===== src/rtl/multi_ch_data_sync.sv =====
// Multi-channel enable/bus synchroniser into the CLK domain with one round-robin output stream.
// Ports: CLK/RST (sync, active-high); unsync_bus/bus_enable async per-channel inputs;
//   sync_bus/enable_pulse per-channel capture results; out_data/out_ch/out_valid/out_ready
//   arbitrated stream; overflow sticky per-channel overwrite flags, cleared by ovf_clr.
module multi_ch_data_sync #(
  parameter int DATA_WIDTH = 8,
  parameter int NUM_CH     = 4,
  parameter int NUM_STAGES = 2,
  localparam int CH_ID_W   = $clog2(NUM_CH)
) (
  input  logic                         CLK,
  input  logic                         RST,
  input  logic [NUM_CH*DATA_WIDTH-1:0] unsync_bus,
  input  logic [NUM_CH-1:0]            bus_enable,
  output logic [NUM_CH*DATA_WIDTH-1:0] sync_bus,
  output logic [NUM_CH-1:0]            enable_pulse,
  output logic [DATA_WIDTH-1:0]        out_data,
  output logic [CH_ID_W-1:0]           out_ch,
  output logic                         out_valid,
  input  logic                         out_ready,
  output logic [NUM_CH-1:0]            overflow,
  input  logic                         ovf_clr
);

  logic [NUM_STAGES-1:0] en_sync [NUM_CH];
  logic [NUM_CH-1:0]     en_prev;
  logic [NUM_CH-1:0]     rise;
  logic [NUM_CH-1:0]     pending;
  logic [NUM_CH-1:0]     pending_nxt;
  logic [NUM_CH-1:0]     overflow_nxt;
  logic [NUM_CH-1:0]     grant_clr;
  logic [CH_ID_W-1:0]    last_grant;
  logic [CH_ID_W-1:0]    grant;
  logic                  found;
  logic                  load;

  always_comb begin
    for (int i = 0; i < NUM_CH; i++) begin
      rise[i] = en_sync[i][NUM_STAGES-1] & ~en_prev[i];
    end
  end

  // Round-robin: first search channels above last_grant, then wrap to the bottom.
  always_comb begin
    grant = '0;
    found = 1'b0;
    for (int i = 0; i < NUM_CH; i++) begin
      if (!found && pending[i] && (i > int'(last_grant))) begin
        grant = CH_ID_W'(i);
        found = 1'b1;
      end
    end
    for (int i = 0; i < NUM_CH; i++) begin
      if (!found && pending[i] && (i <= int'(last_grant))) begin
        grant = CH_ID_W'(i);
        found = 1'b1;
      end
    end
  end

  assign load = (~out_valid | out_ready) & (|pending);

  // A capture on the channel being loaded refills pending with the new word
  // instead of counting as an overwrite; the load itself takes the old word.
  always_comb begin
    grant_clr = '0;
    if (load) begin
      grant_clr[grant] = 1'b1;
    end
    pending_nxt  = (pending & ~grant_clr) | rise;
    overflow_nxt = (ovf_clr ? '0 : overflow) | (rise & pending & ~grant_clr);
  end

  always_ff @(posedge CLK) begin
    if (RST) begin
      for (int i = 0; i < NUM_CH; i++) begin
        en_sync[i] <= '0;
      end
      en_prev      <= '0;
      enable_pulse <= '0;
      sync_bus     <= '0;
      pending      <= '0;
      overflow     <= '0;
      out_valid    <= 1'b0;
      out_data     <= '0;
      out_ch       <= '0;
      last_grant   <= CH_ID_W'(NUM_CH - 1);
    end else begin
      for (int i = 0; i < NUM_CH; i++) begin
        en_sync[i] <= {en_sync[i][NUM_STAGES-2:0], bus_enable[i]};
        en_prev[i] <= en_sync[i][NUM_STAGES-1];
        if (rise[i]) begin
          sync_bus[i*DATA_WIDTH +: DATA_WIDTH] <= unsync_bus[i*DATA_WIDTH +: DATA_WIDTH];
        end
      end
      enable_pulse <= rise;
      pending      <= pending_nxt;
      overflow     <= overflow_nxt;
      if (load) begin
        out_valid  <= 1'b1;
        out_data   <= sync_bus[int'(grant)*DATA_WIDTH +: DATA_WIDTH];
        out_ch     <= grant;
        last_grant <= grant;
      end else if (out_valid && out_ready) begin
        out_valid <= 1'b0;
      end
    end
  end

endmodule

===== config.mk =====
export PLATFORM = sky130hd
export DESIGN_NAME = multi_ch_data_sync
export DESIGN_NICKNAME = d
export VERILOG_FILES = /design/src/rtl/multi_ch_data_sync.sv
export SDC_FILE = /design/constraint.sdc
export NUM_CORES = 1
export LEC_CHECK = 0
export ABC_AREA = 1
export CAP_MARGIN = 10
export CORE_MARGIN = 2
export CORE_UTILIZATION = 35
export DETAILED_ROUTE_END_ITERATION = 8
export DONT_BUFFER_PORTS = 1
export PLACE_DENSITY = 0.58
export SYNTH_ARGS = -nofsm -noshare
export SYNTH_HDL_FRONTEND = slang
export SYNTH_SLANG_ARGS = --single-unit

===== constraint.sdc =====
create_clock -name CLK -period 2.1 [get_ports CLK]
set_input_delay 0.42 -clock CLK [delete_from_list [all_inputs] [get_ports CLK]]
set_output_delay 0.42 -clock CLK [all_outputs]
set_load 0.005 [all_outputs]

==> out/metrics.json <==
{
  "outcome": {"value": "finished, final reports clean"},
  "path_class_of_the_lowest_slack_min_delay_path": {"value": "primary input to flop"},
  "critPathTopFamily": {"value": "simple AND/OR/NAND/NOR gates"},
  "fin_crit_sh": {"value": 88.3, "unit": "%"},
  "hold_path_startpoint": {"value": "RST"},
  "drt_pre_antenna_iters": {"value": 4},
  "max_cap_viol_count": {"value": 0},
  "clk_pin_slew": {"value": 0.07, "unit": "ns"},
  "antenna_cells_inserted": {"value": 0},
  "postSynthNetCount": {"value": 405},
  "ctsRootBufferMaster": {"value": "sky130_fd_sc_hd__clkbuf_8"},
  "cts_sinks": {"value": 69},
  "htreeDepth": {"value": 3},
  "synthDistinctLibCells": {"value": 23},
  "drc_errors": {"value": 0},
  "drt.antenna.violating_nets": {"value": 0},
  "initial_antenna_violation_count": {"value": 0},
  "grt_first_pass_wirelength": {"value": 11300, "unit": "µm"},
  "final_period_minus_worst_setup_slack": {"value": 1.85, "unit": "ns"},
  "post_cts.repair.setup_buffers": {"value": 0},
  "timing.critical_path.cells": {"value": "nand2_1 > nand2_1 > nor2_2 > a21oi_4 > nand2_4 > nor2_4 > nand2_1 > nand3_1 > nand2_1"},
  "largest_net_degree_at_the_start_of_global_routing": {"value": 29},
  "critical_path.max_stage_delay": {"value": 0.50, "unit": "ns"},
  "die-width": {"value": 92.7, "unit": "µm"},
  "timing.fmax": {"value": 539, "unit": "MHz"},
  "synthesis.area_per_instance": {"value": 7.55, "unit": "µm²"},
  "setup_viol": {"value": 0},
  "placeableCoreArea": {"value": 7690, "unit": "µm²"},
  "cp_slowest_cell": {"value": "sky130_fd_sc_hd__dfxtp_1"},
  "holdPathStages": {"value": 1},
  "critical_path.startpoint_type": {"value": "flop"},
  "vdd_ir_drop_max": {"value": 0.000350, "unit": "V"},
  "hold_end": {"value": "pending[2]$_SDFF_PP0_"},
  "place_ws": {"value": 0.282, "unit": "ns"},
  "routabilityCongestion": {"value": 0.844},
  "detail_route.wirelength": {"value": 7200, "unit": "µm"},
  "synth_warnings": {"value": 0},
  "drive_above_1_share": {"value": 10.4, "unit": "%"},
  "r2r_end": {"value": "overflow[0]$_SDFF_PP0_"},
  "regToRegStartpoint": {"value": "pending[1]$_SDFF_PP0_"},
  "detail_route.iter0.violations": {"value": 153},
  "critPathRequiredTime": {"value": 2.34, "unit": "ns"},
  "placementRows": {"value": 32},
  "place.port_buffers": {"value": 0},
  "timing.critical_path.mode_cell": {"value": "sky130_fd_sc_hd__nand2_1"},
  "fin_ws": {"value": 0.246, "unit": "ns"},
  "clock-skew-final": {"value": 0.00579, "unit": "ns"},
  "fp.dieArea": {"value": 8600, "unit": "µm²"},
  "worst-setup-path-type": {"value": "flop to flop"},
  "worst_pin_slew": {"value": 0.547, "unit": "ns"},
  "worst_setup_slack_for_register_to_register_paths": {"value": 0.25, "unit": "ns"},
  "timing.reg2reg.worst_path_depth": {"value": 9},
  "totalNegativeSetupSlack": {"value": 0, "unit": "ns"},
  "boundaryPins": {"value": 91},
  "tritoncts": {"value": "yes"},
  "worstPathArrival": {"value": 2.09, "unit": "ns"},
  "leakage": {"value": 0.00133, "unit": "µW"},
  "grt_util_all_layers": {"value": 17.3, "unit": "%"},
  "via_count_of_the_first_global_routing_pass": {"value": 2250},
  "post_drt_wl_per_cell": {"value": 15.1, "unit": "µm"},
  "slew_viol_final": {"value": 0},
  "cts_buffers": {"value": 9},
  "cp_num_buf_inv": {"value": 0},
  "maxSlewHeadroom": {"value": 63.4, "unit": "%"},
  "rsz_0062_raised_after_global_routing": {"value": "no"},
  "synth_cells": {"value": 365},
  "endpoint_kind": {"value": "flop"},
  "detailedPlacementHpwl": {"value": 5310, "unit": "µm"},
  "vias": {"value": 2366},
  "fp.dieH": {"value": 92.7, "unit": "µm"},
  "post_drt_via_cell_ratio": {"value": 4.97},
  "finalNetCount": {"value": 410},
  "critical_path_peak_fanout": {"value": 14},
  "areaGrowthSynthToFinish": {"value": 10.5, "unit": "%"},
  "post_cts_repair_resize_count": {"value": 0},
  "gr-total-overflow": {"value": 0},
  "cts-root-to-sink-buffers": {"value": 2},
  "hold_viol": {"value": 0},
  "initial_utilization": {"value": 35.8, "unit": "%"},
  "power.density_cell_area": {"value": 927, "unit": "nW/µm²"},
  "ys_ff_latch": {"value": 69},
  "clk-insertion-delay-late": {"value": 0.34, "unit": "ns"},
  "synth_sequential_area_ratio": {"value": 50.1, "unit": "%"},
  "count_of_hold_fix_buffers_inserted_at_cts": {"value": 0},
  "synth_area": {"value": 2760, "unit": "µm²"}
}
## metrics by stage
step           util [%]  total power [µW]  hold slack (ns)  std cells  instance area (µm²)
5_1_grt            39.6              2960            0.122        476                 3040
2_1_floorplan         -              1740            0.388        365                 2760
3_3_place_gp       37.3              1820            0.391        461                 2860
6_report           39.6              2820            0.140        476                 3040
3_5_place_dp       37.3              1820            0.394        461                 2860
4_1_cts            39.6              2840            0.127        476                 3040
## sequential cells by signal, summed over array words and instances (netlist names), 2 cells and up
name	cells
overflow	4
enable_pulse	4
en_sync	8
out_ch	2
sync_bus	32
last_grant	2
pending	4
out_data	8
en_prev	4
## synth_stat cells
library cell               instances  area, µm²
sky130_fd_sc_hd__a21oi_1           8       40.0
sky130_fd_sc_hd__a21oi_4           1       16.3
sky130_fd_sc_hd__buf_2             3       15.0
sky130_fd_sc_hd__buf_6             2       22.5
sky130_fd_sc_hd__clkbuf_1          7       26.3
sky130_fd_sc_hd__clkinv_1          4       15.0
sky130_fd_sc_hd__dfxtp_1          69       1380
sky130_fd_sc_hd__inv_1            24       90.1
sky130_fd_sc_hd__inv_2             2       7.51
sky130_fd_sc_hd__nand2_1          37        139
sky130_fd_sc_hd__nand2_2           4       25.0
sky130_fd_sc_hd__nand2_4           2       22.5
sky130_fd_sc_hd__nand3_1          27        135
sky130_fd_sc_hd__nand3_2           3       30.0
sky130_fd_sc_hd__nand4_1          16        100
sky130_fd_sc_hd__nand4_4           1       21.3
sky130_fd_sc_hd__nor2_1          106        398
sky130_fd_sc_hd__nor2_2            2       12.5
sky130_fd_sc_hd__nor2_4            2       22.5
sky130_fd_sc_hd__o211ai_1          1       7.51
sky130_fd_sc_hd__o21ai_0          41        205
sky130_fd_sc_hd__o21ai_1           1       5.00
sky130_fd_sc_hd__o21ai_2           2       17.5
## how the worst max path moves through the flow
stage	cells past startpoint	slack, ns	from	end
floorplan	12	0.60	last_grant[0]$_SDFFE_PP1P_	out_data[1]$_SDFFE_PP0P_
global placement	8	0.34	pending[1]$_SDFF_PP0_	overflow[0]$_SDFF_PP0_
detailed placement	9	0.28	pending[1]$_SDFF_PP0_	overflow[0]$_SDFF_PP0_
CTS	9	0.27	pending[1]$_SDFF_PP0_	overflow[0]$_SDFF_PP0_
global route	10	0.10	pending[1]$_SDFF_PP0_	out_data[4]$_SDFFE_PP0P_
finish	9	0.25	pending[1]$_SDFF_PP0_	overflow[0]$_SDFF_PP0_
## final cells by class
cell class | count | area [µm²]
fill | 826 | 4640
sequential | 69 | 1380
multi-input combinational | 254 | 1200
clock buffer | 10 | 128
tap | 102 | 128
inverter | 30 | 113
clock inverter | 5 | 52.6
timing repair buffer | 6 | 45.0
## report_power, final
group | switching [µW] | internal, µW | total (µW)
Clock | 491 | 536 | 1030
Sequential | 81.2 | 1390 | 1470
Combinational | 218 | 105 | 323
Total | 790 | 2030 | 2820
## routing by layer
layer | track usage [%] | wire, µm | share of wire (%) | vias to the layer above
met4 | 7.72 | 40 | 0.56 | 0
met1 | 20.9 | 3060 | 43 | 1087
li1 | - | - | - | 1199
met5 | 0 | 0 | 0 | -
met2 | 27.7 | 3480 | 48 | 74
met3 | 5.86 | 621 | 8.6 | 6
## cell usage in the layout (no fill, tap or decap), drive strengths merged
cell      count
nand4        17
nor2        110
clkinv        7
o21ai        44
inv          26
clkbuf       10
bufinv        1
nand3        30
dfxtp        69
nand2        43
buf           6
o211ai        1
clkinvlp      1
a21oi         9
## kinds of logic after synthesis
| kind of cell | after synthesis | share of synthesized area, % |
|---|---|---|
| AOI/OAI and AO/OA | 54 | 10.6 |
| DFF | 69 | 50.1 |
| buffers and inverters | 42 | 6.40 |
| and+or+nand+nor | 200 | 32.9 |
(Power assumes the default switching activity.)
